===== src/rtl/muldiv_pkg.sv =====
// Shared encodings and decode helpers for the iterative multiply/divide unit.
// Control and result-mux logic import these so funct3 decode lives in one place.
package muldiv_pkg;

  typedef enum logic [2:0] {
    OP_MUL    = 3'b000,
    OP_MULH   = 3'b001,
    OP_MULHSU = 3'b010,
    OP_MULHU  = 3'b011,
    OP_DIV    = 3'b100,
    OP_DIVU   = 3'b101,
    OP_REM    = 3'b110,
    OP_REMU   = 3'b111
  } mdop_t;

  typedef enum logic [1:0] {
    ST_IDLE = 2'd0,
    ST_CALC = 2'd1,
    ST_FIX  = 2'd2,
    ST_DONE = 2'd3
  } mdstate_t;

  function automatic logic is_div(input mdop_t op);
    return op[2];
  endfunction

  function automatic logic is_rem(input mdop_t op);
    return op[2] & op[1];
  endfunction

  function automatic logic is_signed_a(input mdop_t op);
    return op inside {OP_MULH, OP_MULHSU, OP_DIV, OP_REM};
  endfunction

  function automatic logic is_signed_b(input mdop_t op);
    return op inside {OP_MULH, OP_DIV, OP_REM};
  endfunction

endpackage


===== src/rtl/muldiv_iter_flopenr.sv =====
// Resettable register with load enable; holds the unit's result between operations.
module flopenr #(
  parameter int WIDTH = 8
) (
  input  logic             clk,
  input  logic             reset,
  input  logic             en,
  input  logic [WIDTH-1:0] d,
  output logic [WIDTH-1:0] q
);

  always_ff @(posedge clk) begin
    if (reset)   q <= '0;
    else if (en) q <= d;
  end

endmodule


===== src/rtl/muldiv_iter.sv =====
// Iterative RV M-extension unit: shift-add multiply and restoring divide on
// operand magnitudes, one bit per cycle, with sign correction in a final FIX cycle.
module muldiv_iter
  import muldiv_pkg::*;
#(
  parameter int XLEN = 32
) (
  input  logic            clk,
  input  logic            reset,
  input  logic            start,
  input  logic [2:0]      funct3,
  input  logic [XLEN-1:0] a,
  input  logic [XLEN-1:0] b,
  input  logic            flush,
  output logic            ready,
  output logic            busy,
  output logic            done,
  output logic [XLEN-1:0] result
);

  localparam int CW = $clog2(XLEN);
  localparam logic [XLEN-1:0] MIN_VAL = {1'b1, {(XLEN-1){1'b0}}};

  mdstate_t          r_state, w_state_next;
  mdop_t             r_op, w_op_in;
  logic [CW-1:0]     r_cnt;
  logic              r_neg_res, r_neg_rem;
  logic [XLEN-1:0]   r_a_mag, r_b_mag, r_quo, r_rem;
  logic [2*XLEN-1:0] r_prod;

  logic              w_accept, w_a_neg, w_b_neg, w_div0, w_ovf, w_special, w_last;
  logic [XLEN-1:0]   w_a_mag, w_b_mag, w_spec_res, w_fix_res, w_res_d;
  logic [XLEN-1:0]   w_quo_fix, w_rem_fix;
  logic [XLEN:0]     w_mul_sum, w_div_shift;
  logic              w_div_ge;
  logic [2*XLEN-1:0] w_prod_fix;
  logic              w_res_en;

  assign w_op_in  = mdop_t'(funct3);
  assign ready    = (r_state == ST_IDLE) || (r_state == ST_DONE);
  assign busy     = (r_state == ST_CALC) || (r_state == ST_FIX);
  assign done     = (r_state == ST_DONE);
  assign w_accept = start && ready;
  assign w_last   = (r_cnt == CW'(XLEN-1));

  assign w_a_neg = is_signed_a(w_op_in) && a[XLEN-1];
  assign w_b_neg = is_signed_b(w_op_in) && b[XLEN-1];
  assign w_a_mag = w_a_neg ? (~a + 1'b1) : a;
  assign w_b_mag = w_b_neg ? (~b + 1'b1) : b;

  // Only DIV/REM are signed among the divides, so is_signed_b doubles as the overflow qualifier.
  assign w_div0     = is_div(w_op_in) && (b == '0);
  assign w_ovf      = is_div(w_op_in) && is_signed_b(w_op_in) && (a == MIN_VAL) && (b == '1);
  assign w_special  = w_div0 || w_ovf;
  assign w_spec_res = w_div0 ? (is_rem(w_op_in) ? a : '1)
                             : (is_rem(w_op_in) ? '0 : MIN_VAL);

  assign w_mul_sum   = {1'b0, r_prod[2*XLEN-1:XLEN]} + {1'b0, (r_prod[0] ? r_a_mag : '0)};
  assign w_div_shift = {r_rem, r_quo[XLEN-1]};
  assign w_div_ge    = (w_div_shift >= {1'b0, r_b_mag});

  always_comb begin
    w_state_next = r_state;
    case (r_state)
      ST_IDLE, ST_DONE: w_state_next = w_accept ? (w_special ? ST_DONE : ST_CALC) : ST_IDLE;
      ST_CALC:          if (flush) w_state_next = ST_IDLE;
                        else if (w_last) w_state_next = ST_FIX;
      ST_FIX:           w_state_next = flush ? ST_IDLE : ST_DONE;
      default:          w_state_next = ST_IDLE;
    endcase
  end

  always_ff @(posedge clk) begin
    if (reset) r_state <= ST_IDLE;
    else       r_state <= w_state_next;
  end

  always_ff @(posedge clk) begin
    if (reset) begin
      r_op      <= OP_MUL;
      r_cnt     <= '0;
      r_neg_res <= 1'b0;
      r_neg_rem <= 1'b0;
      r_a_mag   <= '0;
      r_b_mag   <= '0;
      r_prod    <= '0;
      r_quo     <= '0;
      r_rem     <= '0;
    end else if (w_accept) begin
      r_op      <= w_op_in;
      r_cnt     <= '0;
      r_neg_res <= w_a_neg ^ w_b_neg;
      r_neg_rem <= w_a_neg;
      r_a_mag   <= w_a_mag;
      r_b_mag   <= w_b_mag;
      r_prod    <= {{XLEN{1'b0}}, w_b_mag};
      r_quo     <= w_a_mag;
      r_rem     <= '0;
    end else if (r_state == ST_CALC && !flush) begin
      r_cnt  <= r_cnt + 1'b1;
      r_prod <= {w_mul_sum, r_prod[XLEN-1:1]};
      // The restored remainder is always below the divisor, so XLEN bits hold it.
      r_rem  <= w_div_ge ? (w_div_shift[XLEN-1:0] - r_b_mag) : w_div_shift[XLEN-1:0];
      r_quo  <= {r_quo[XLEN-2:0], w_div_ge};
    end else if (r_state == ST_CALC) begin
      r_cnt <= '0;
    end
  end

  assign w_prod_fix = r_neg_res ? (~r_prod + 1'b1) : r_prod;
  assign w_quo_fix  = r_neg_res ? (~r_quo + 1'b1) : r_quo;
  assign w_rem_fix  = r_neg_rem ? (~r_rem + 1'b1) : r_rem;

  always_comb begin
    w_fix_res = '0;
    case (r_op)
      OP_MUL:                       w_fix_res = w_prod_fix[XLEN-1:0];
      OP_MULH, OP_MULHSU, OP_MULHU: w_fix_res = w_prod_fix[2*XLEN-1:XLEN];
      OP_DIV, OP_DIVU:              w_fix_res = w_quo_fix;
      OP_REM, OP_REMU:              w_fix_res = w_rem_fix;
      default:                      w_fix_res = '0;
    endcase
  end

  assign w_res_en = ((r_state == ST_FIX) && !flush) || (w_accept && w_special);
  assign w_res_d  = (r_state == ST_FIX) ? w_fix_res : w_spec_res;

  flopenr #(.WIDTH(XLEN)) u_result (
    .clk   (clk),
    .reset (reset),
    .en    (w_res_en),
    .d     (w_res_d),
    .q     (result)
  );

endmodule


===== config.mk =====
export PLATFORM = sky130hd
export DESIGN_NAME = muldiv_iter
export DESIGN_NICKNAME = d
export VERILOG_FILES = /design/src/rtl/muldiv_pkg.sv /design/src/rtl/muldiv_iter_flopenr.sv /design/src/rtl/muldiv_iter.sv
export SDC_FILE = /design/constraint.sdc
export NUM_CORES = 1
export LEC_CHECK = 0
export ABC_AREA = 0
export BUFFER_PORTS_ARGS = -buffer_cell sky130_fd_sc_hd__buf_4
export CAP_MARGIN = 10
export CORE_MARGIN = 5
export CORE_UTILIZATION = 63
export CTS_BUF_LIST = sky130_fd_sc_hd__clkbuf_16
export DETAILED_ROUTE_END_ITERATION = 8
export PLACE_DENSITY = 0.82
export SLEW_MARGIN = 20
export SYNTH_ARGS = -nofsm -noshare
export SYNTH_HDL_FRONTEND = slang
export SYNTH_SLANG_ARGS = --single-unit

===== constraint.sdc =====
create_clock -name clk -period 3.9 [get_ports clk]
set_clock_uncertainty 0.2 [all_clocks]
set_input_delay 0.78 -clock clk [delete_from_list [all_inputs] [get_ports clk]]
set_output_delay 0.78 -clock clk [all_outputs]
set_load 0.02 [all_outputs]

After elaboration in Yosys (flattened, before gate mapping)
Index checks and enable logic that the tools add are counted.
- register bits: 236
- bits of input ports: 71
- logic and storage cells: 97
- add/subtract/negate cells: 8
- order comparisons: 1
- eq/ne operators: 18
- mux-type cells: 24
- bitwise operators: 7
- reductions and logical operators: 27
- operators with widths (cell ; count):
    32-bit 2-to-1 mux ; 14
    32-bit by 1-bit adder with 32-bit output, second input constant ; 4
    32-bit NOT ; 4
    32-bit one-hot mux with 4 select lines ; 1
    64-bit by 1-bit adder with 64-bit output, second input constant ; 1
    32-bit == test, second input constant ; 2
    64-bit 2-to-1 mux ; 1
    64-bit NOT ; 1
    32-bit by 32-bit adder with 33-bit output ; 1
    33-bit by 32-bit greater-or-equal comparator with 1-bit output ; 1
    32-bit zero test ; 1
    32-bit subtractor ; 1
    3-bit == test, second input constant ; 6
    1-bit logical AND ; 10
    2-bit 2-to-1 mux ; 5
    5-bit 2-to-1 mux ; 2
    3-bit by 2-bit == test with 1-bit output, second input constant ; 3
    2-bit OR reduction ; 4
    3-bit by 1-bit == test with 1-bit output, second input constant ; 2
    2-bit one-hot mux with 3 select lines ; 1
    5-bit by 1-bit adder with 5-bit output, second input constant ; 1
    5-bit == test, second input constant ; 1
    2-bit == test, second input constant ; 2
    1-bit logical OR ; 4
    11 further kinds ; 12

Logic depth before layout (Yosys ltp)
- word-level depth: 9
- depth in mapped cells: 14
- mapped depth without buffers: 12

Modules after synthesis
Synthesis repeated with hierarchy kept, for this count alone.
- cells, all modules: 2351
- area total of the unflattened synthesis: 18124.9 um^2
- by module, submodules not included (module ; times used ; cells each ; area each (um^2) ; seq. area each (um^2)):
    muldiv_iter ; 1 ; 2248 ; 16961.3 ; 4083.9
    flopenr ; 1 ; 103 ; 1163.6 ; 640.6

Worst setup path after synthesis
No wires, ideal clock.
- kind: reg2reg
- start point: register r_prod[0]
- end point: register r_prod[48]
- setup time: 125 ps
- arrival: 3159 ps
- data required time: 3575 ps
- path slack: 416 ps
- stages on the path, launching flop included: 13
- path buffers: 1
- clock period less this slack: 3484 ps
- cells stage by stage: dfxtp_1 clkbuf_1 and2_1 ha_1 a211oi_1 o21ai_0 a2111oi_0 nor3_1 a211oi_1 o221ai_1 a21oi_1 xor2_1 o21ai_0
- word-level cells in the longest chain between the ends: 2
- ends and longest elaborated chain (element ; line ; text):
    start, declared ; muldiv_iter.sv:29 ; logic [2*XLEN-1:0] r_prod;
    start signal, assigned ; muldiv_iter.sv:96 ; r_prod <= {{XLEN{1'b0}}, w_b_mag};
    start signal, assigned ; muldiv_iter.sv:101 ; r_prod <= {w_mul_sum, r_prod[XLEN-1:1]};
    32-bit 2-to-1 mux ; muldiv_iter.sv:58 ; assign w_mul_sum = {1'b0, r_prod[2*XLEN-1:XLEN]} + {1'b0, (r_prod[0] ? r_a_mag : '0)};
    32-bit by 32-bit adder with 33-bit output ; muldiv_iter.sv:58 ;
Every way passes these cells.
A chain may end at the register's enable or synchronous reset.

Final worst setup path
- start point: register r_prod[0]
- end point: register r_prod[63]
The elaborated chain is that of the path after synthesis.

==> impl_metrics.ini <==
[drt]
dr.first_iter.drc_count = 3191
wl_um = 69300
route.vias.total = 19700
antenna_violating_nets_post_route = 0
dr.pass1.iters = 8
wl_per_cell_um = 24.2
drc_violations_left = 0
avgViaCountPerCell = 6.88

[global_route]
grt_usage = 0.414
grt_pass1_wl_um = 104000
largest_net_degree_at_the_start_of_global_routing = 91
first_global_vias = 17400
grt_antenna_before_repair = 1
grt-ovfl-total = 0

[clock_tree]
clock_pin_slew_on_the_worst_setup_and_hold_paths_ns = 0.06
postCtsSetupRepairBufs = 0
ctsRootBufferMaster = sky130_fd_sc_hd__clkbuf_16
worst_skew_pair.late_latency_ns = 0.57
clock_sinks = 236
cts_hold_buffers = 0
cts-root-to-sink-buffers = 3
clock_tree.htree_level_count = 1
cts_tree = yes
cts_inserted_buffers = 27

[status]
outcome = complete, no violations

[finish]
layout.cells.most_common = sky130_fd_sc_hd__a21oi_1
nFillCells = 2292
drive_above_1_share = 0.111
multi_input_area_um2 = 12500
final_nets = 2612
seq_area_um2 = 4730
layout_common_cells = sky130_fd_sc_hd__a21oi_1 (250), sky130_fd_sc_hd__nand2_1 (244), sky130_fd_sc_hd__dfxtp_1 (235)
insertedDiodeCount = 0
syn2layout_area_growth_pct = 13.6

[timing]
timing.final.crit_share = 0.979
rsz0062_at_grt = no
timing_hold_violations_final = 0
maxClockFrequency_mhz = 262
finalMaxSlewViolations = 0
final_period_minus_worst_setup_slack_ns = 3.82
timing.hold.ws_ns = 0.240
max-slew-margin-rel = 0.364
worstMarginPinSlew_ns = 0.954
setup-tns-final_ns = 0
setup_slack_ns = 0.0805
timing.final.setup_violations = 0

[yosys]
synth_simple_gate_area_share = 0.203
syn_inst = 2393
synth.lib_cells_used.distinct = 81
synth_compound_area_frac = 0.285
synth_largest_type_area_fraction = 0.262
synth_xor_area_frac = 0.106
synth.net_count = 2542
post_synth_instance_area_um2 = 18000
synth-edff-count = 0
portion_of_netlist_area_occupied_by_mux_cells = 0.0412
main_combinational_cell_family_by_area_after_synthesis = compound AO/OA/AOI/OAI gates
synth_async_sr_flop_share = 0
synth.yosys.seq_area_share = 0.262
ys_seq_elements = 236
synthesis.yosys.warnings = 0
post_synthesis_area_per_instance_um2 = 7.54
largest_cells_by_area_after_synthesis = sky130_fd_sc_hd__dfxtp_1 (26%), sky130_fd_sc_hd__a21oi_1 (6.9%), sky130_fd_sc_hd__xnor2_1 (6.0%)
synthDominantAreaCellType = sky130_fd_sc_hd__dfxtp_1
yosys.area_share.adder = 0.0549
synth-main-ff-cell = sky130_fd_sc_hd__dfxtp_1

[critical_path]
worstPathArrival_ns = 4.06
crit_path_end_kind = register
cp_common_cell = sky130_fd_sc_hd__a21oi_1
crit_type = register to register
crit_fanout = 10
ff2ff_setup_slack_ns = 0.08
cp_cell_sequence = buf_12 > and2_1 > ha_1 > fa_1 > a211o_1 > a21o_1 > a21oi_1 > o211a_1 > o31ai_1 > a41oi_1 > a21oi_1 > a2111oi_0 > nor3_1
slowest_delay_ns = 0.49
worst_path_max_delay_cell = sky130_fd_sc_hd__a2111oi_0
critical_path_buf_inv_count = 1
critPathTopFamily = compound AO/OA/AOI/OAI gates
critical_path_required_ns = 4.14
critPathLaunchType = register

[worst_hold_path]
hold_path.class = register to register

[floorplanning]
die_h_um = 179
io-pin-count = 106
die_area_um2 = 32100
design.core.area_um2 = 28500
dieWidth_um = 179
initial_utilization = 0.634
fp-row-count = 62

[placement]
numPortBuffers = 105
gpl.final_weighted_congestion = 1.11
dp_worst_setup_slack_ns = 0.182
detailed_place_hpwl_um = 52300

[power]
p_leak_nw = 8.12
power_density_relative_to_cell_area_nw_per_um2 = 412
totalPowerFinal_mw = 8.45
ir_drop_uv = 321

[flow_run]
cap_violations = 0
## worst min-delay path: stages, from the launching register on
cell	delay, ns
sky130_fd_sc_hd__dfxtp_1	0.30
sky130_fd_sc_hd__nand2_1	0.05
sky130_fd_sc_hd__nand2_1	0.04
## routing by layer
layer / routed length, um / global-route usage
met4: 2520 / 0.121
met2: 28100 / 0.600
met5: 0 / 0
met1: 28800 / 0.613
met3: 9800 / 0.0926
## sequential cells by signal, indices dropped and copies added, names as in the netlist
| register | flops |
|---|---|
| r_quo | 32 |
| r_neg_rem | 1 |
| r_cnt | 5 |
| r_op | 3 |
| r_a_mag | 32 |
| r_state | 2 |
| r_b_mag | 32 |
| u_result.q | 32 |
| r_rem | 32 |
| r_prod | 64 |
| r_neg_res | 1 |
## cell type report
cell class | instances | share of cell area
Clock buffer | 27 | 0.0330
Clock inverter | 21 | 0.0179
Inverter | 81 | 0.0148
Multi-Input combinational cell | 1932 | 0.609
Sequential cell | 236 | 0.231
Tap cell | 384 | 0.0234
Timing Repair Buffer | 185 | 0.0714
## cell usage after synthesis, types with 8 or more instances
cell	number
sky130_fd_sc_hd__a21oi_1	250
sky130_fd_sc_hd__inv_1	80
sky130_fd_sc_hd__nand4_1	24
sky130_fd_sc_hd__and3_1	14
sky130_fd_sc_hd__o211ai_1	16
sky130_fd_sc_hd__and2_1	43
sky130_fd_sc_hd__nand3_1	56
sky130_fd_sc_hd__o221ai_1	13
sky130_fd_sc_hd__or3_1	26
sky130_fd_sc_hd__nand2b_1	19
sky130_fd_sc_hd__a21boi_0	61
sky130_fd_sc_hd__nand2_1	245
sky130_fd_sc_hd__o21ai_0	185
sky130_fd_sc_hd__o31ai_1	42
sky130_fd_sc_hd__xor2_1	95
sky130_fd_sc_hd__clkbuf_1	126
sky130_fd_sc_hd__a21o_1	25
sky130_fd_sc_hd__or4_1	25
sky130_fd_sc_hd__nor4_1	24
sky130_fd_sc_hd__ha_1	76
sky130_fd_sc_hd__o21a_1	29
sky130_fd_sc_hd__or2_2	10
sky130_fd_sc_hd__o41ai_1	18
sky130_fd_sc_hd__dfxtp_1	236
sky130_fd_sc_hd__xnor2_1	123
sky130_fd_sc_hd__mux2i_1	72
sky130_fd_sc_hd__nor2b_1	8
sky130_fd_sc_hd__a211oi_1	32
sky130_fd_sc_hd__nor2_1	159
sky130_fd_sc_hd__a31oi_1	37
sky130_fd_sc_hd__o22ai_1	15
sky130_fd_sc_hd__nor3_1	56
sky130_fd_sc_hd__o21bai_1	13
sky130_fd_sc_hd__buf_1	9
## timing repair
action,CTS,global route
setup endpoints to repair,0,1
hold endpoints to repair,0,0
gates resized for setup,0,1
## path summary, 6_finish.rpt
| path | start | to | depth (start not counted) |
|---|---|---|---|
| worst min register to register | r_a_mag[31] | r_a_mag[31] | 2 |
| worst max register to register | r_prod[0] | r_prod[63] | 13 |
| worst min-delay path | r_a_mag[31] | r_a_mag[31] | 2 |
| worst max-delay path | r_prod[0] | r_prod[63] | 13 |
## kinds of logic after synthesis
logic type | Yosys count
flops | 236
compound gates | 819
xor+xnor | 218
mux | 74
buf+inv | 225
simple gates | 743
fa+ha+maj | 78
## per-stage QoR
stage / instances / util / cell area [um^2]
floorplan: 2393 / - / 18000
global placement: 2818 / 0.683 / 19500
detailed placement: 2818 / 0.683 / 19500
CTS: 2866 / 0.720 / 20500
global route: 2866 / 0.720 / 20500
finish: 2866 / 0.720 / 20500
## where the power goes
part	internal [mW]	total, mW	switching, mW
logic	0.931	2.59	1.66
registers	2.59	2.82	0.225
clock network	1.92	3.05	1.13
total	5.45	8.45	3.01
No activity file was read; power rests on OpenSTA's default activity.
